**config.mk**
```make
export PLATFORM = sky130hd
export DESIGN_NAME = clkbuf_div_gate
export DESIGN_NICKNAME = d
export VERILOG_FILES = /design/src/rtl/clkbuf_div_gate.sv
export SDC_FILE = /design/constraint.sdc
export NUM_CORES = 1
export LEC_CHECK = 0
export CAP_MARGIN = 20
export CORE_MARGIN = 3
export CORE_UTILIZATION = 56
export DETAILED_ROUTE_END_ITERATION = 12
export PLACE_DENSITY_LB_ADDON = 0.3
export SLEW_MARGIN = 20
export SYNTH_ARGS = -nofsm -noshare
export SYNTH_HDL_FRONTEND = slang
export SYNTH_SLANG_ARGS = --single-unit
```
**constraint.sdc**
```tcl
create_clock -name CLK -period 2.82 [get_ports CLK]
set_clock_uncertainty 0.15 [all_clocks]
set_input_delay 0.564 -clock CLK [delete_from_list [all_inputs] [get_ports CLK]]
set_output_delay 0.564 -clock CLK [all_outputs]
set_load 0.03 [all_outputs]
```
**src/rtl/clkbuf_div_gate.sv**
```systemverilog
// Multi-channel 50%-duty clock divider with glitch-free per-channel enable and global ALIGN.
// Optional macro CLKBUF_DIV_GATE_ENSYNC_EN adds a 2-flop synchroniser on every EN bit.
module clkbuf_div_gate #(
    parameter int NCH  = 4,
    parameter int DIVW = 4
) (
    input  logic                 CLK,
    input  logic                 RN,
    input  logic [NCH-1:0]       EN,
    input  logic [NCH*DIVW-1:0]  DIV,
    input  logic                 ALIGN,
    output logic [NCH-1:0]       Z,
    output logic [NCH-1:0]       ACTIVE
);

    typedef enum logic {IDLE = 1'b0, RUN = 1'b1} state_t;

    logic [NCH-1:0] en_eff;

`ifdef CLKBUF_DIV_GATE_ENSYNC_EN
    logic [NCH-1:0] en_meta_p0;
    logic [NCH-1:0] en_sync_p1;

    // EN synchroniser: two flops, cleared by RN
    always_ff @(posedge CLK or negedge RN) begin
        if (!RN) begin
            en_meta_p0 <= '0;
            en_sync_p1 <= '0;
        end else begin
            en_meta_p0 <= EN;
            en_sync_p1 <= en_meta_p0;
        end
    end

    assign en_eff = en_sync_p1;
`else
    assign en_eff = EN;
`endif

    for (genvar i = 0; i < NCH; i++) begin : g_ch
        state_t            st;
        state_t            st_nxt;
        logic [DIVW-1:0]   cnt;
        logic [DIVW-1:0]   cnt_nxt;
        logic [DIVW-1:0]   div_q;
        logic [DIVW-1:0]   div_q_nxt;
        logic [DIVW-1:0]   div_in;
        logic              z;
        logic              z_nxt;

        assign div_in = DIV[i*DIVW +: DIVW];

        always_ff @(posedge CLK or negedge RN) begin
            if (!RN) begin
                st    <= IDLE;
                cnt   <= '0;
                div_q <= '0;
                z     <= 1'b0;
            end else begin
                st    <= st_nxt;
                cnt   <= cnt_nxt;
                div_q <= div_q_nxt;
                z     <= z_nxt;
            end
        end

        always_comb begin
            st_nxt    = st;
            cnt_nxt   = cnt;
            div_q_nxt = div_q;
            z_nxt     = z;
            case (st)
                IDLE: begin
                    cnt_nxt = '0;
                    z_nxt   = 1'b0;
                    if (en_eff[i]) begin
                        z_nxt     = 1'b1;
                        div_q_nxt = div_in;
                        st_nxt    = RUN;
                    end
                end
                RUN: begin
                    // ALIGN restarts a high phase only for channels still requested to run
                    if (ALIGN && en_eff[i]) begin
                        z_nxt     = 1'b1;
                        cnt_nxt   = '0;
                        div_q_nxt = div_in;
                    end else if (cnt != div_q) begin
                        cnt_nxt = cnt + DIVW'(1);
                    end else if (z) begin
                        z_nxt   = 1'b0;
                        cnt_nxt = '0;
                    end else if (en_eff[i]) begin
                        z_nxt     = 1'b1;
                        cnt_nxt   = '0;
                        div_q_nxt = div_in;
                    end else begin
                        st_nxt  = IDLE;
                        cnt_nxt = '0;
                    end
                end
                default: st_nxt = IDLE;
            endcase
        end

        assign Z[i]      = z;
        assign ACTIVE[i] = (st == RUN);
    end

endmodule

```
Word-level counts from Yosys, hierarchy flattened --
Cells that the tools add are included.
Operators by class: $add $sub $neg 4, eq/ne operators 12, multiplexer cells 68, bitwise gates (word level) 4, reductions and logical operators 8
Operators with widths (count):
- 2-to-1 mux 4 bit | 24
- one-hot mux 4 bit (2 select lines) | 8
- 2-to-1 mux 1 bit | 28
- adder 4 x 1 -> 4 bit (second input constant) | 4
- != test 4 bit | 4
- one-hot mux 1 bit (2 select lines) | 8
- != test 3 x 2 -> 1 bit (second input constant) | 4
- != test 3 bit (second input constant) | 4
- AND reduction 2 bit | 4
- logical AND 1 bit | 4
- NOT 1 bit | 4
Word-level totals: register bits after elaboration 40, input port bits 23, output and inout bits 8, word-level logic and storage cells 112

Logic depth before layout (Yosys ltp) --
depth after elaboration 5, gate-level depth with buffers 4, gate-level depth less buffers 4

Least setup slack after synthesis --
Ideal clock, no wire load.
path kind register to register, start point register g_ch[0].cnt[2], end point register with a tool-made name, setup time 0.125 ns, arrival 1.374 ns, data required time 2.545 ns, setup slack 1.171 ns, stages on the path, launching flop included 5, buffers on the path 0, period minus slack after synthesis 1.649 ns, cells stage by stage dfrtp_1 > xnor2_1 > nand4_2 > o31ai_4 > mux2_2
RTL lines:
- from (decl) | RTL line 43 | logic [DIVW-1:0] cnt;
- from (signal assigned) | RTL line 61 | cnt <= cnt_nxt;

Worst setup path after layout --
start point register g_ch[0].z, end point output Z[0]
RTL lines:
- from (decl) | RTL line 48 | logic z;
- from (signal assigned) | RTL line 63 | z <= z_nxt;
- to (decl) | RTL line 12 | output logic [NCH-1:0] Z,
No word-level cell between the ends.

==> flow_summary_export.csv <==
group,metric,value,unit
outcome,outcome,"complete, no violations",
sta,setup_total_negative_slack,0,ps
setup_path,slowest_delay,720,ps
sta,final-hold-violation-count,0,
yosys,ys_async_sr_fraction,100.0,%
die,floorplan.rows,20,
yosys,syn-mean-instance-area,11.52,sq um
yosys,yosys-top-cells-area,"sky130_fd_sc_hd__dfrtp_1 53%, sky130_fd_sc_hd__xnor2_1 9.3%, sky130_fd_sc_hd__mux2_2 8.9%",
detailed_routing,drc,0,
yosys,yosysWarningCount,0,
die,initial_utilization,60.40,%
setup_path,timing_worst_setup_path_type,"reg2out",
sta,report.final.setup_viol,0,
placed_design,hpwlAfterDp,2600,microns
placed_design,place_inst,230,
clocking,cts_repair_resize_count,0,
die,i_o_pin_count,31,
final_layout,seqCellArea,1001,sq um
clocking,h-tree-depth,2,
setup_path,worstPathCellList,"clkdlybuf4s50_1",
power_and_ir_drop,p_clk_share,14.6,%
power_and_ir_drop,p_seq_share,50.1,%
yosys,number_of_instances_in_the_synthesized_netlist,164,
yosys,yosys.area.top_type_share,52.98,%
setup_path,critPathLaunchType,"flop",
yosys,synth_most_common_cell,"sky130_fd_sc_hd__dfrtp_1",
final_layout,antennaDiodeCount,0,
power_and_ir_drop,cell_internal_pwr,1.186,mW
setup_path,timing.critical_path.slowest_stage_cell,"sky130_fd_sc_hd__clkdlybuf4s50_1",
setup_path,reg_to_reg_slack_setup,1010,ps
run,maxCapViolCount,0,
grt,gr-usage-all-layers,19.11,%
die,floorplan.core_area,3128,sq um
clocking,numClockSinks,40,
yosys,ys_seq_area_share,52.98,%
sta,final-max-slew-violation-count,0,
power_and_ir_drop,p_leak,0.9506,nW
sta,timing.fmax,442.3,MHz
setup_path,timing.critical_path.to_type,"primary output",
power_and_ir_drop,pwr_density,830.0,nW/um^2
sta,relSlewSlack,44.51,%
clocking,number_of_cts_inserted_buffers,5,
detailed_routing,drt_first_pass_iters,6,
power_and_ir_drop,irDropWorstVdd,398.4,uV
detailed_routing,wire_per_inst,14.31,microns
power_and_ir_drop,comb_power_share,35.3,%
setup_path,crit_family,"buffers and inverters",
final_layout,fillerInstances,234,
yosys,synth_edf_count,0,
grt,grt_remaining_overflow,0,
yosys,synth_largest_area_cell,"sky130_fd_sc_hd__dfrtp_1",
die,die_height,64.09,microns
detailed_routing,drt-initial-drc-count,28,
final_layout,drive_above_1_share,16.06,%
clocking,clock_tree_from_tritoncts,"done",
power_and_ir_drop,power.net_switching,661.1,uW
die,die_w,64.09,microns
final_layout,finish.net_count,220,
yosys,synthDistinctLibCells,21,
power_and_ir_drop,switching_share,35.78,%
sta,rsz0062_at_grt,"no",
clocking,quantity_of_hold_fixing_buffers_added_after_cts,0,
min_path,worst_hold_path_type,"in2async",
final_layout,areaGrowthSynthToFinish,17.81,%
detailed_routing,detail_routed_via_count_per_cell,5.376,
grt,grt_pass1_wl,5968,microns
grt,vias_in_the_first_global_route,1364,
yosys,synth.top_cells.by_count,"40 x sky130_fd_sc_hd__dfrtp_1, 20 x sky130_fd_sc_hd__xnor2_1, 17 x sky130_fd_sc_hd__nor2_1",
die,die_area,4107,sq um
clocking,clk_pin_slew_worst_paths,110,ps
sta,worst-slew-pin-transition,832.3,ps
setup_path,worstPathRequired,2110,ps
yosys,ys_seq_elements,40,
detailed_routing,routed_wirelength,3392,microns
setup_path,timing.critical_path.arrival,1550,ps
grt,grt_antenna_before_repair,0,
grt,grt_max_degree,41,
final_layout,instances_no_fill,237,
clocking,clk-insertion-delay-late,350,ps
yosys,mappedNetlistArea,1889,sq um
sta,layout_min_cycle_time,2261,ps
detailed_routing,final_antenna_net_count,0,
sta,fin_crit_sh,80.17,%
clocking,clock_tree.root_cell,"sky130_fd_sc_hd__clkbuf_4",
yosys,synth_nets,191,
setup_path,critPathMaxFanout,5,
yosys,postSynth.topFlopCell,"sky130_fd_sc_hd__dfrtp_1",
placed_design,io_buffers,30,
detailed_routing,total_via_count_after_detailed_routing,1274,
final_layout,multi_input_comb_area,790.8,sq um
placed_design,routabilityCongestion,0.8037,
clocking,cts_max_path_buffers,2,
setup_path,critical_path.n_buffers_inverters,1,
clocking,cts_setup_buffers,0,
[routing by layer]
layer / vias up / track usage, % / share of wire, %
met5: - / 0 / 0
met4: 0 / 9.434 / 2.0
met3: 7 / 5.624 / 6.5
met2: 35 / 34.19 / 52
met1: 627 / 20.21 / 40
li1: 605 / - / -
[placed cells by master, fill, tap and decap left out]
cell type and instances:
sky130_fd_sc_hd__buf_2 1, sky130_fd_sc_hd__nand2b_1 7, sky130_fd_sc_hd__inv_1 10, sky130_fd_sc_hd__clkbuf_1 1
sky130_fd_sc_hd__o21ai_2 3, sky130_fd_sc_hd__o31ai_4 1, sky130_fd_sc_hd__xor2_1 4, sky130_fd_sc_hd__nor4_1 1
sky130_fd_sc_hd__nand4b_1 1, sky130_fd_sc_hd__nand2_1 6, sky130_fd_sc_hd__dfrtp_1 40, sky130_fd_sc_hd__nand4_1 3
sky130_fd_sc_hd__nor2_1 17, sky130_fd_sc_hd__mux2_2 15, sky130_fd_sc_hd__a211o_1 1, sky130_fd_sc_hd__clkdlybuf4s50_1 29
sky130_fd_sc_hd__ha_1 4, sky130_fd_sc_hd__clkinv_2 1, sky130_fd_sc_hd__a31o_2 4, sky130_fd_sc_hd__o21ai_0 8
sky130_fd_sc_hd__o311ai_0 1, sky130_fd_sc_hd__clkbuf_4 5, sky130_fd_sc_hd__nand3_1 9, sky130_fd_sc_hd__nand4_2 1
sky130_fd_sc_hd__xnor2_1 20
[through the flow]
step | total power, mW | util, % | hold WS [ps] | cell area [sq um] | worst slack (ps)
after detailed placement | 1.595 | 69.68 | 353.2 | 2180 | 536.3
after global placement | 1.535 | 69.68 | 347.6 | 2180 | 629.7
final | 1.847 | 71.16 | 148.4 | 2226 | 559.3
after global routing | 1.992 | 71.16 | 218.8 | 2226 | 517.9
after floorplan | 1.418 | - | 118.4 | 1889 | 1171
after CTS | 1.862 | 71.16 | 178.5 | 2226 | 552.8
[final timing paths]
check	start	endpoint	cells after the start
min in group CLK	g_ch[2].cnt[0]$_DFF_PN0_	g_ch[2].cnt[0]$_DFF_PN0_	1
setup / recovery	g_ch[0].z$_DFFE_PN0P_	Z[0]	1
setup reg to reg	g_ch[0].cnt[2]$_DFF_PN0_	flop	4
max in group asynchronous	RN	async pin	1
hold / removal	RN	g_ch[0].cnt[3]$_DFF_PN0_	1
hold reg to reg	g_ch[2].cnt[0]$_DFF_PN0_	g_ch[2].cnt[0]$_DFF_PN0_	1
[cells by family (layout without fill, tap and decap cells)]
logic type,count (synthesis),after routing,synth area share [%]
flip-flops,40,40,52.98
multiplexers,15,15,8.940
AO/OA/AOI/OAI,18,18,7.418
buffers and inverters,18,47,5.166
adder cells (fa/ha/maj),4,4,2.649
XOR/XNOR,24,24,11.13
AND/OR/NAND/NOR,45,45,11.72
[cell type report]
| cell class | count | share of cell area, % |
|---|---|---|
| inverters | 10 | 1.686 |
| repair buffers | 30 | 13.27 |
| well taps | 44 | 2.473 |
| clock buffers | 6 | 1.855 |
| multi-input cells | 106 | 35.53 |
| clock inverters | 1 | 0.2248 |
| flip-flops and latches | 40 | 44.97 |
[power groups by stage]
stage               logic (mW)  registers [mW]  clock network [mW]
finish                   0.653           0.925               0.270
global route             0.734           0.950               0.308
CTS                      0.661           0.924               0.277
detailed placement       0.658           0.936                   0
global placement         0.613           0.922                   0
floorplan                0.528           0.890                   0
Note: power is estimated with default switching activity, not from simulation.
